<file path="src/rtl/signal_change_capture.sv">
// signal_change_capture
//   Watches the held, deglitched vector from the hold stage, detects per-bit rising and
//   falling edges qualified by runtime masks, time-stamps each qualifying change with a
//   free-running cycle counter and queues it in a first-word-fall-through event FIFO.
//
// Ports:
//   clk, aresetn        single clock, asynchronous active-low reset
//   enable              1 = changes may be queued; edge tracking runs regardless
//   data_in             monitored vector (synchronous to clk)
//   rise_mask/fall_mask per-bit qualification of rising/falling edges
//   event_valid/ready   handshake for the FIFO head
//   event_ts/value/rise/fall  fields of the FIFO head entry
//   fifo_level          current entry count, 0..FIFO_DEPTH
//   overflow            sticky drop indicator
//   overflow_count      saturating dropped-event count
//   clear_overflow      synchronous clear of overflow and overflow_count
module signal_change_capture #(
    parameter int unsigned DATA_WIDTH = 1,
    parameter int unsigned TS_WIDTH   = 32,
    parameter int unsigned FIFO_DEPTH = 8,
    parameter int unsigned LVL_WIDTH  = 4
) (
    input  logic                  clk,
    input  logic                  aresetn,
    input  logic                  enable,
    input  logic [DATA_WIDTH-1:0] data_in,
    input  logic [DATA_WIDTH-1:0] rise_mask,
    input  logic [DATA_WIDTH-1:0] fall_mask,
    output logic                  event_valid,
    input  logic                  event_ready,
    output logic [TS_WIDTH-1:0]   event_ts,
    output logic [DATA_WIDTH-1:0] event_value,
    output logic [DATA_WIDTH-1:0] event_rise,
    output logic [DATA_WIDTH-1:0] event_fall,
    output logic [LVL_WIDTH-1:0]  fifo_level,
    output logic                  overflow,
    output logic [15:0]           overflow_count,
    input  logic                  clear_overflow
);

    localparam int unsigned PtrW = (FIFO_DEPTH > 1) ? $clog2(FIFO_DEPTH) : 1;

    logic [TS_WIDTH-1:0]   ts_ctr_q;
    logic [DATA_WIDTH-1:0] data_prev_q;
    logic                  primed_q;

    logic [TS_WIDTH-1:0]   mem_ts_q   [FIFO_DEPTH];
    logic [DATA_WIDTH-1:0] mem_val_q  [FIFO_DEPTH];
    logic [DATA_WIDTH-1:0] mem_rise_q [FIFO_DEPTH];
    logic [DATA_WIDTH-1:0] mem_fall_q [FIFO_DEPTH];

    logic [PtrW-1:0]       wr_ptr_q, rd_ptr_q;
    logic [LVL_WIDTH-1:0]  level_q, level_d;
    logic                  overflow_q, overflow_d;
    logic [15:0]           ovf_cnt_q, ovf_cnt_d;

    logic [DATA_WIDTH-1:0] rise, fall;
    logic                  hit, full, empty, pop, push, drop;

    always_comb begin
        rise  = data_in & ~data_prev_q & rise_mask;
        fall  = ~data_in & data_prev_q & fall_mask;
        // The priming edge only captures the reference value.
        hit   = primed_q & enable & (|(rise | fall));
        full  = (level_q == LVL_WIDTH'(FIFO_DEPTH));
        empty = (level_q == '0);
        pop   = ~empty & event_ready;
        // A same-edge pop frees the slot the push needs when full.
        push  = hit & (~full | pop);
        drop  = hit & full & ~pop;
    end

    always_comb begin
        level_d = level_q;
        case ({push, pop})
            2'b10:   level_d = level_q + LVL_WIDTH'(1);
            2'b01:   level_d = level_q - LVL_WIDTH'(1);
            default: level_d = level_q;
        endcase
    end

    always_comb begin
        overflow_d = overflow_q;
        ovf_cnt_d  = ovf_cnt_q;
        if (clear_overflow) begin
            // Clear wins, but a drop on the same edge is still recorded.
            overflow_d = drop;
            ovf_cnt_d  = drop ? 16'd1 : 16'd0;
        end else if (drop) begin
            overflow_d = 1'b1;
            if (ovf_cnt_q != 16'hFFFF) begin
                ovf_cnt_d = ovf_cnt_q + 16'd1;
            end
        end
    end

    always_ff @(posedge clk or negedge aresetn) begin
        if (!aresetn) begin
            ts_ctr_q    <= '0;
            data_prev_q <= '0;
            primed_q    <= 1'b0;
            wr_ptr_q    <= '0;
            rd_ptr_q    <= '0;
            level_q     <= '0;
            overflow_q  <= 1'b0;
            ovf_cnt_q   <= '0;
        end else begin
            ts_ctr_q    <= ts_ctr_q + TS_WIDTH'(1);
            data_prev_q <= data_in;
            primed_q    <= 1'b1;
            level_q     <= level_d;
            overflow_q  <= overflow_d;
            ovf_cnt_q   <= ovf_cnt_d;
            if (push) begin
                wr_ptr_q <= wr_ptr_q + PtrW'(1);
            end
            if (pop) begin
                rd_ptr_q <= rd_ptr_q + PtrW'(1);
            end
        end
    end

    // Storage is reset so the head fields read zero after reset.
    always_ff @(posedge clk or negedge aresetn) begin
        if (!aresetn) begin
            for (int unsigned i = 0; i < FIFO_DEPTH; i++) begin
                mem_ts_q[i]   <= '0;
                mem_val_q[i]  <= '0;
                mem_rise_q[i] <= '0;
                mem_fall_q[i] <= '0;
            end
        end else if (push) begin
            mem_ts_q[wr_ptr_q]   <= ts_ctr_q;
            mem_val_q[wr_ptr_q]  <= data_in;
            mem_rise_q[wr_ptr_q] <= rise;
            mem_fall_q[wr_ptr_q] <= fall;
        end
    end

    assign event_valid    = ~empty;
    assign event_ts       = mem_ts_q[rd_ptr_q];
    assign event_value    = mem_val_q[rd_ptr_q];
    assign event_rise     = mem_rise_q[rd_ptr_q];
    assign event_fall     = mem_fall_q[rd_ptr_q];
    assign fifo_level     = level_q;
    assign overflow       = overflow_q;
    assign overflow_count = ovf_cnt_q;

endmodule

</file>
<file path="config.mk">
export PLATFORM = sky130hd
export DESIGN_NAME = signal_change_capture
export DESIGN_NICKNAME = d
export VERILOG_FILES = /design/src/rtl/signal_change_capture.sv
export SDC_FILE = /design/constraint.sdc
export NUM_CORES = 1
export LEC_CHECK = 0
export BUFFER_PORTS_ARGS = -buffer_cell sky130_fd_sc_hd__buf_4
export CAP_MARGIN = 10
export CELL_PAD_IN_SITES_DETAIL_PLACEMENT = 1
export CELL_PAD_IN_SITES_GLOBAL_PLACEMENT = 1
export CORE_MARGIN = 8
export CORE_UTILIZATION = 50
export DETAILED_ROUTE_END_ITERATION = 10
export PLACE_DENSITY = 0.81
export RECOVER_POWER = 50
export SYNTH_ARGS = -nofsm -noshare
export SYNTH_HDL_FRONTEND = slang
export SYNTH_SLANG_ARGS = --single-unit
</file>
<file path="constraint.sdc">
create_clock -name clk -period 4.2 [get_ports clk]
set_clock_uncertainty 0.05 [all_clocks]
set_input_delay 0.21 -clock clk [delete_from_list [all_inputs] [get_ports clk]]
set_output_delay 0.21 -clock clk [all_outputs]
set_load 0.01 [all_outputs]
</file>
==> results of run 1 <==
-- cell type report --
type / instances / area [µm²]
timing repair buffer: 85 / 611
tap: 396 / 495
inverter: 7 / 26.3
clock buffer: 54 / 1110
multi-input combinational: 611 / 6560
sequential: 341 / 8540
clock inverter: 9 / 95.1
fill: 2887 / 13100
-- final timing paths --
| path | from | endpoint | slack (ns) | cells after the start |
|---|---|---|---|---|
| worst max-delay path | data_in | mem_ts_q[5]$_DFFE_PN0P_ | 0.86 | 8 |
| min in group asynchronous | aresetn | mem_ts_q[139]$_DFFE_PN0P_ | 1.08 | 2 |
| worst min register to register | mem_ts_q[142]$_DFFE_PN0P_ | mem_ts_q[142]$_DFFE_PN0P_ | 0.43 | 1 |
| worst min-delay path | event_ready | rd_ptr_q[0]$_DFFE_PN0P_ | 0.17 | 3 |
| max in group asynchronous | aresetn | overflow_count[14]$_DFFE_PN0P_ | 1.17 | 3 |
| worst max register to register | fifo_level[1]$_DFFE_PN0P_ | mem_ts_q[216]$_DFFE_PN0P_ | 1.13 | 5 |
-- worst max-delay path, cell delays in order --
cell	delay, ns
dlygate4sd3_1	0.52
clkbuf_1	0.64
and3b_1	0.35
or2_2	0.23
nand4_2	0.23
nor2_4	0.71
buf_4	0.38
mux2_2	0.39
-- logic make-up after synthesis --
family / share of synthesized area (%)
AOI/OAI and AO/OA: 1.47
xor gates and xnor gates: 2.81
adders and majority gates: 0.563
buffers and inverters: 2.89
DFF: 54.8
muxes: 32.0
other: 0.0241
and+or+nand+nor: 5.39
-- layout by cell type (no fill, tap or decap), drive strengths merged, types with 19 or more instances in the layout --
cell type	count
xnor2	31
mux4	70
nor2	25
buf	59
clkbuf	77
o21ai	20
xor2	19
dfrtp	341
nand2	31
nand3	22
mux2	300
-- metrics by stage --
step	worst slack [ns]	instance area, µm²	hold WS, ns	util, %
after floorplan	1.72	15600	-0.136	-
after global placement	1.43	16300	0.307	53.3
after detailed placement	1.31	16300	0.310	53.3
after CTS	1.06	17600	0.0765	57.4
after global routing	0.599	17400	0.181	57.0
final	0.860	17400	0.168	57.0
-- layer usage --
| layer | part of all wire, % | vias to the layer above |
|---|---|---|
| met1 | 43 | 4776 |
| met5 | 0 | - |
| met4 | 2.8 | 0 |
| li1 | - | 3894 |
| met3 | 3.0 | 72 |
| met2 | 51 | 133 |
-- flip-flops by register name, summed over array words and instances (netlist names), 4 cells and up --
| name | cells |
|---|---|
| mem_val_q | 8 |
| mem_fall_q | 8 |
| fifo_level | 4 |
| mem_ts_q | 256 |
| overflow_count | 16 |
| ts_ctr_q | 32 |
| mem_rise_q | 8 |
-- repair_timing --
action / CTS / global route
setup endpoints to repair: 0 / 0
gates resized for setup: 0 / 0
hold buffers: 3 / 0
hold endpoints to repair: 127 / 0
-- power breakdown --
| group | internal [mW] | switching, mW | total, mW | leakage, nW |
|---|---|---|---|---|
| Clock | 1.96 | 1.30 | 3.26 | 0.600 |
| Sequential | 3.54 | 0.416 | 3.95 | 4.68 |
| Combinational | 0.819 | 0.645 | 1.46 | 3.04 |
==> impl_metrics.tcl, run 1 <==
set metrics [dict create \
    cts_tree "done" \
    grt_overflow_total 0 \
    firstDrtPassIters 4 \
    cts.htree.levels 2 \
    rows 64 \
    finalWirelength_um 36100 \
    die_y_um 192 \
    yosys-top-cells-area "dfrtp_1, mux2_2, mux4_2" \
    clk_pin_slew_ns 0.06 \
    antenna_found_initial 0 \
    grt_util_met1_pct 26.4 \
    ant_nets 0 \
    use_met2_pct 35.4 \
    cp-end-kind "flip-flop" \
    syn_to_final_growth_pct 12.0 \
    maxSlewHeadroom_pct -92.7 \
    synth_fp_nets 1060 \
    yosys.area.top_type_share_pct 54.8 \
    clock_path_buffers 3 \
    post-cts-setup-buffer-count 0 \
    grt_pass1_wl_um 59800 \
    clock-root-buffer "clkbuf_16" \
    wl_per_cell_um 24.0 \
    critical_path_arrival_ns 3.68 \
    violations "capacitance limit, slew limit" \
    drc 0 \
    dp_cells 1437 \
    routed_via_density 5.90 \
    vdd_drop_max_mv 0.357 \
    layout-drive-gt1-share_pct 42.4 \
    syn_area_um2 15600 \
    clk_latency_ns 0.52 \
    diodes 0 \
    fp.coreArea_um2 30600 \
    yosysUniqueCellTypes 52 \
    yosysMostFrequentCell "dfrtp_1" \
    syn_inst 1045 \
    drtIter0Drc 423 \
    grt_max_degree 114 \
    avgSynthCellArea_um2 14.9 \
    synth_seq_cells 341 \
    start_util_pct 50.9 \
    grt_util_met3_pct 3.05 \
    vias 8875 \
    maxCapViolations 1 \
    cts_buffers 38 \
    ys.flop_type "dfrtp_1" \
    clock-sinks 341 \
    port_buffers 64 \
    synth-edff-count 0 \
    power_leakage_nw 8.32 \
    grt_usage_pct 20.5 \
    cp.required_ns 4.54 \
    critPathMaxFanout 23 \
    worst_pin_slew_ns 2.89 \
    finalPower_mw 8.68 \
    fin_crit_ns 3.34 \
    ys_seq_area_share_pct 54.8 \
    critPathKind "in2reg" \
    layoutNonFillerInstCount 1503 \
    routabilityCongestion 0.753 \
    hp-class "in2reg" \
    yosys_warnings 0 \
    async_reset_ff_share_pct 100 \
    dp_hpwl_um 21100 \
    tns_ns 0 \
    synthTopCellsByCount "dfrtp_1, mux2_2, mux4_2" \
    grt_setup_unrepaired "false" \
    fmax_ghz 0.299 \
    hold_viol_final 0 \
    finalNetCount 1099 \
    grt_pass1_vias 10200 \
    min_period_over_period_pct 79.5 \
    die-area_um2 37000 \
    yosysTopAreaCell "dfrtp_1" \
    setup_viol 0 \
    power.density_nw_per_um2 498 \
    cp-start-kind "input pin" \
    slew_violations 112 \
    busiest_layer "met2" \
    status "finished, violations left" \
    die_w_um 192 \
    io_pins 65 \
]
(Power assumes the default switching activity.)
==> run 2: changes to the inputs <==
==> constraint.sdc (replaced) <==
create_clock -name clk -period 3.29 [get_ports clk]
set_clock_uncertainty 0.05 [all_clocks]
set_input_delay 0.1645 -clock clk [delete_from_list [all_inputs] [get_ports clk]]
set_output_delay 0.1645 -clock clk [all_outputs]
set_load 0.01 [all_outputs]
==> impl_metrics.tcl, run 2 (same netlist as run 1, synthesis figures left out) <==
set metrics [dict create \
    start_util_pct 50.9 \
    antenna_found_initial 0 \
    regMostFlops "mem_ts_q" \
    drtIter0Drc 427 \
    min_period_over_period_pct 86.7 \
    status "finished, violations left" \
    clk_pin_slew_ns 0.06 \
    critical_path_arrival_ns 2.64 \
    violations "capacitance limit, slew limit" \
    worst_pin_slew_ns 2.32 \
    cp-start-kind "flip-flop" \
    worst_slack_ns 0.438 \
    maxSlewHeadroom_pct -54.7 \
    dp_cells 1445 \
    grt_overflow_total 0 \
    die-area_um2 37000 \
    vias 8954 \
    grt_util_met3_pct 2.98 \
    critPathKind "reg2out" \
    maxCapViolations 1 \
    tns_ns 0 \
    cts_tree "done" \
    cts_buffers 38 \
    layoutNonFillerInstCount 1515 \
    largest_reg_flops 256 \
    finalWirelength_um 36000 \
    sw_frac_of_total_pct 27.4 \
    clock-sinks 341 \
    setup_viol 0 \
    die_y_um 192 \
    rows 64 \
    cts.htree.levels 2 \
    power_leakage_nw 8.39 \
    firstDrtPassIters 6 \
    drc 0 \
    busiest_layer "met2" \
    slowest_stage "dfrtp_4" \
    dp_hpwl_um 21500 \
    cp_cell_sequence "buf_12 > mux4_2 > mux2_2 > buf_4" \
    vdd_drop_max_mv 0.386 \
    cp_top_family "multiplexers" \
    syn_to_final_growth_pct 13.0 \
    cpPeakStageDelay_ns 0.81 \
    wl_per_cell_um 23.7 \
    ant_nets 0 \
    clock_power_share_pct 36.8 \
    cp-end-kind "output pin" \
    fin_crit_ns 2.85 \
    diodes 0 \
    routabilityCongestion 0.754 \
    power.internal_mw 8.05 \
    clock_path_buffers 3 \
    final_common_cell "dfrtp_1" \
    grt_setup_unrepaired "false" \
    fmax_ghz 0.351 \
    hold_viol_final 0 \
    utilization_pct 57.5 \
    die_w_um 192 \
    io_pins 65 \
    grt_max_degree 85 \
    layout-drive-gt1-share_pct 43.1 \
    cp.required_ns 3.08 \
    clock-root-buffer "clkbuf_16" \
    routed_via_density 5.91 \
    finalNetCount 1107 \
    grt_usage_pct 20.3 \
    sequentialPowerShare_pct 44.6 \
    grt_pass1_wl_um 59400 \
    path_buf_inv 2 \
    dpl_worst_slack_ns 0.741 \
    grt_util_met1_pct 26.3 \
    power.density_nw_per_um2 630 \
    p_comb_share_pct 18.7 \
    p_sw_mw 3.03 \
    slew_violations 82 \
    layout_common_cells "dfrtp_1, mux2_2, mux4_2" \
    hold_slack_ns 0.0619 \
    use_met2_pct 35.3 \
    port_buffers 64 \
    hp-class "in2reg" \
    fp.coreArea_um2 30600 \
    grt_pass1_vias 10300 \
    post-cts-setup-buffer-count 0 \
    clk_latency_ns 0.52 \
    critPathMaxFanout 26 \
]
[run 2: layer usage]
layer  wire length (µm)  up-vias
met3               1120       58
met2              18700      148
met1              15400     4836
met4                797        0
met5                  0        -
li1                   -     3912
[run 2: final cells by class]
| type | count | area, µm² |
|---|---|---|
| clock buffer | 61 | 1160 |
| clock inverter | 6 | 33.8 |
| fill | 2863 | 13000 |
| inverter | 7 | 26.3 |
| multi-input combinational | 611 | 6580 |
| sequential | 341 | 8540 |
| tap | 396 | 495 |
| timing repair buffer | 93 | 759 |
[run 2: path summary, 6_finish.rpt]
kind,from,endpoint,slack [ns],cells after the start
worst max register to register,fifo_level[0]$_DFFE_PN0P_,fifo_level[2]$_DFFE_PN0P_,0.72,10
worst min-delay path,event_ready,rd_ptr_q[0]$_DFFE_PN0P_,0.06,3
worst max-delay path,rd_ptr_q[0]$_DFFE_PN0P_,event_ts[7],0.44,4
min in group asynchronous,aresetn,mem_ts_q[173]$_DFFE_PN0P_,0.82,2
max in group asynchronous,aresetn,mem_ts_q[76]$_DFFE_PN0P_,0.84,3
worst min register to register,mem_ts_q[152]$_DFFE_PN0P_,mem_ts_q[152]$_DFFE_PN0P_,0.43,1
[run 2: power groups by stage]
stage          Clock, mW  Combinational, mW  Sequential (mW)
3_3_place_gp           0               2.07             4.99
3_5_place_dp           0               2.13             5.02
2_1_floorplan          0               1.58             4.74
5_1_grt             4.33               2.25             5.01
6_report            4.07               2.07             4.94
4_1_cts             4.17               2.14             4.95
[run 2: metrics by stage]
| stage | power, mW | area, µm² |
|---|---|---|
| floorplan | 6.32 | 15600 |
| global placement | 7.07 | 16500 |
| detailed placement | 7.15 | 16500 |
| CTS | 11.3 | 17700 |
| global route | 11.6 | 17600 |
| finish | 11.1 | 17600 |
[run 2: worst reg2reg max path, delay by kind of cell, from the launching register on]
| kind | cells | cell delay [ns] |
|---|---|---|
| AO/OA/AOI/OAI | 1 | 0.15 |
| XOR/XNOR | 3 | 0.43 |
| adder cells (fa/ha/maj) | 2 | 0.45 |
| flip-flops | 1 | 0.45 |
| AND/OR/NAND/NOR | 4 | 0.92 |
[run 2: what timing repair did]
item                                   in CTS  in global routing
gates resized for setup                     0                  0
hold buffers                                3                  0
endpoints found under the hold margin     101                  0
==> run 3: changes to the inputs <==
==> constraint.sdc (replaced) <==
create_clock -name clk -period 3.29 [get_ports clk]
set_clock_uncertainty 0.05 [all_clocks]
set_input_delay 0.4935 -clock clk [delete_from_list [all_inputs] [get_ports clk]]
set_output_delay 0.4935 -clock clk [all_outputs]
set_load 0.01 [all_outputs]
==> impl_metrics.tcl, run 3 (same netlist as run 1, synthesis figures left out) <==
set metrics [dict create \
    drc 0 \
    power.internal_mw 8.07 \
    dp_hpwl_um 21200 \
    post-cts-setup-buffer-count 0 \
    slowest_stage "dfrtp_4" \
    critPathMaxFanout 34 \
    sequentialPowerShare_pct 44.1 \
    ctsResizeCount 0 \
    finalNetCount 1101 \
    cp.required_ns 2.75 \
    layout-drive-gt1-share_pct 43.4 \
    routabilityCongestion 0.738 \
    layout_common_cells "dfrtp_1, mux2_2, mux4_2" \
    tns_ns 0 \
    antenna_found_initial 0 \
    critPathKind "reg2out" \
    slew_violations 147 \
    cp_top_family "multiplexers" \
    fmax_ghz 0.325 \
    firstDrtPassIters 4 \
    power.density_nw_per_um2 632 \
    grt_pass1_vias 10300 \
    clock_power_share_pct 37.2 \
    clk_pin_slew_ns 0.06 \
    cpPeakStageDelay_ns 0.61 \
    routed_via_density 5.90 \
    die-area_um2 37000 \
    grt_usage_pct 20.0 \
    diodes 0 \
    cp-end-kind "output pin" \
    port_buffers 64 \
    fp.coreArea_um2 30600 \
    violations "capacitance limit, slew limit" \
    rows 64 \
    die_y_um 192 \
    io_pins 65 \
    largest_reg_flops 256 \
    p_comb_share_pct 18.7 \
    clock_path_buffers 3 \
    finalWirelength_um 34900 \
    fin_crit_ns 3.08 \
    cp-start-kind "flip-flop" \
    clock-sinks 341 \
    cts.htree.levels 2 \
    hp-class "in2reg" \
    sw_frac_of_total_pct 27.2 \
    power_leakage_nw 8.37 \
    cts_hold_buf 1 \
    drtIter0Drc 456 \
    die_w_um 192 \
    status "finished, violations left" \
    grt_max_degree 91 \
    wl_per_cell_um 23.2 \
    worst_pin_slew_ns 1.66 \
    clock-root-buffer "clkbuf_16" \
    cp_cell_sequence "buf_12 > mux4_2 > mux2_2 > buf_4" \
    vias 8898 \
    vdd_drop_max_mv 0.452 \
    grt_setup_unrepaired "false" \
    ant_nets 0 \
    maxSlewHeadroom_pct -10.4 \
    finalPower_mw 11.1 \
    cts_buffers 37 \
    maxCapViolations 2 \
    p_sw_mw 3.01 \
    syn_to_final_growth_pct 12.7 \
    final_common_cell "dfrtp_1" \
    setup_viol 0 \
    hold_viol_final 0 \
    path_buf_inv 2 \
    min_period_over_period_pct 93.5 \
    start_util_pct 50.9 \
    cts_tree "done" \
    critical_path_arrival_ns 2.53 \
    regMostFlops "mem_ts_q" \
    grt_pass1_wl_um 58500 \
    grt_overflow_total 0 \
    clk_latency_ns 0.53 \
]
-- run 3: worst paths after layout --
check | slack (ns) | cells past startpoint | end | from
min in group asynchronous | 0.49 | 2 | mem_ts_q[143]$_DFFE_PN0P_ | aresetn
min reg2reg | 0.43 | 2 | mem_ts_q[113]$_DFFE_PN0P_ | mem_ts_q[113]$_DFFE_PN0P_
max in group asynchronous | 0.59 | 3 | mem_ts_q[215]$_DFFE_PN0P_ | aresetn
max reg2reg | 0.57 | 10 | fifo_level[2]$_DFFE_PN0P_ | fifo_level[1]$_DFFE_PN0P_
max | 0.21 | 4 | event_ts[31] | rd_ptr_q[0]$_DFFE_PN0P_
min | 0.23 | 2 | overflow_count[10]$_DFFE_PN0P_ | clear_overflow
-- run 3: layout make-up --
type | instances | area [µm²]
tap | 396 | 495
timing repair buffer | 88 | 689
fill | 2840 | 13000
sequential | 341 | 8540
inverter | 7 | 26.3
clock buffer | 54 | 1090
clock inverter | 10 | 129
multi-input combinational | 611 | 6570
-- run 3: power groups by stage --
| stage | clock (mW) | sequential (mW) | combinational [mW] |
|---|---|---|---|
| 2_1_floorplan | 0 | 4.74 | 1.58 |
| 3_5_place_dp | 0 | 4.96 | 2.14 |
| 6_report | 4.12 | 4.88 | 2.08 |
| 4_1_cts | 4.22 | 4.89 | 2.15 |
| 5_1_grt | 4.39 | 4.94 | 2.27 |
| 3_3_place_gp | 0 | 4.93 | 2.09 |
-- run 3: per-layer routing --
layer / global-route usage (%) / wire [µm] / up-vias
met5: 0 / 0 / -
met4: 6.05 / 795 / 0
met3: 2.93 / 981 / 54
met2: 33.8 / 17800 / 134
met1: 26.7 / 15300 / 4799
li1: - / - / 3911
-- run 3: metrics by stage --
stage	std cells	worst slack, ns	utilization, %	area, µm²	hold WS (ns)
after floorplan	1045	0.807	-	15600	0.148
after global placement	1442	0.568	53.7	16400	0.407
after global routing	1507	0.0993	57.3	17500	0.227
after CTS	1507	0.168	57.7	17700	0.151
after detailed placement	1442	0.513	53.7	16400	0.421
final	1507	0.215	57.3	17500	0.231
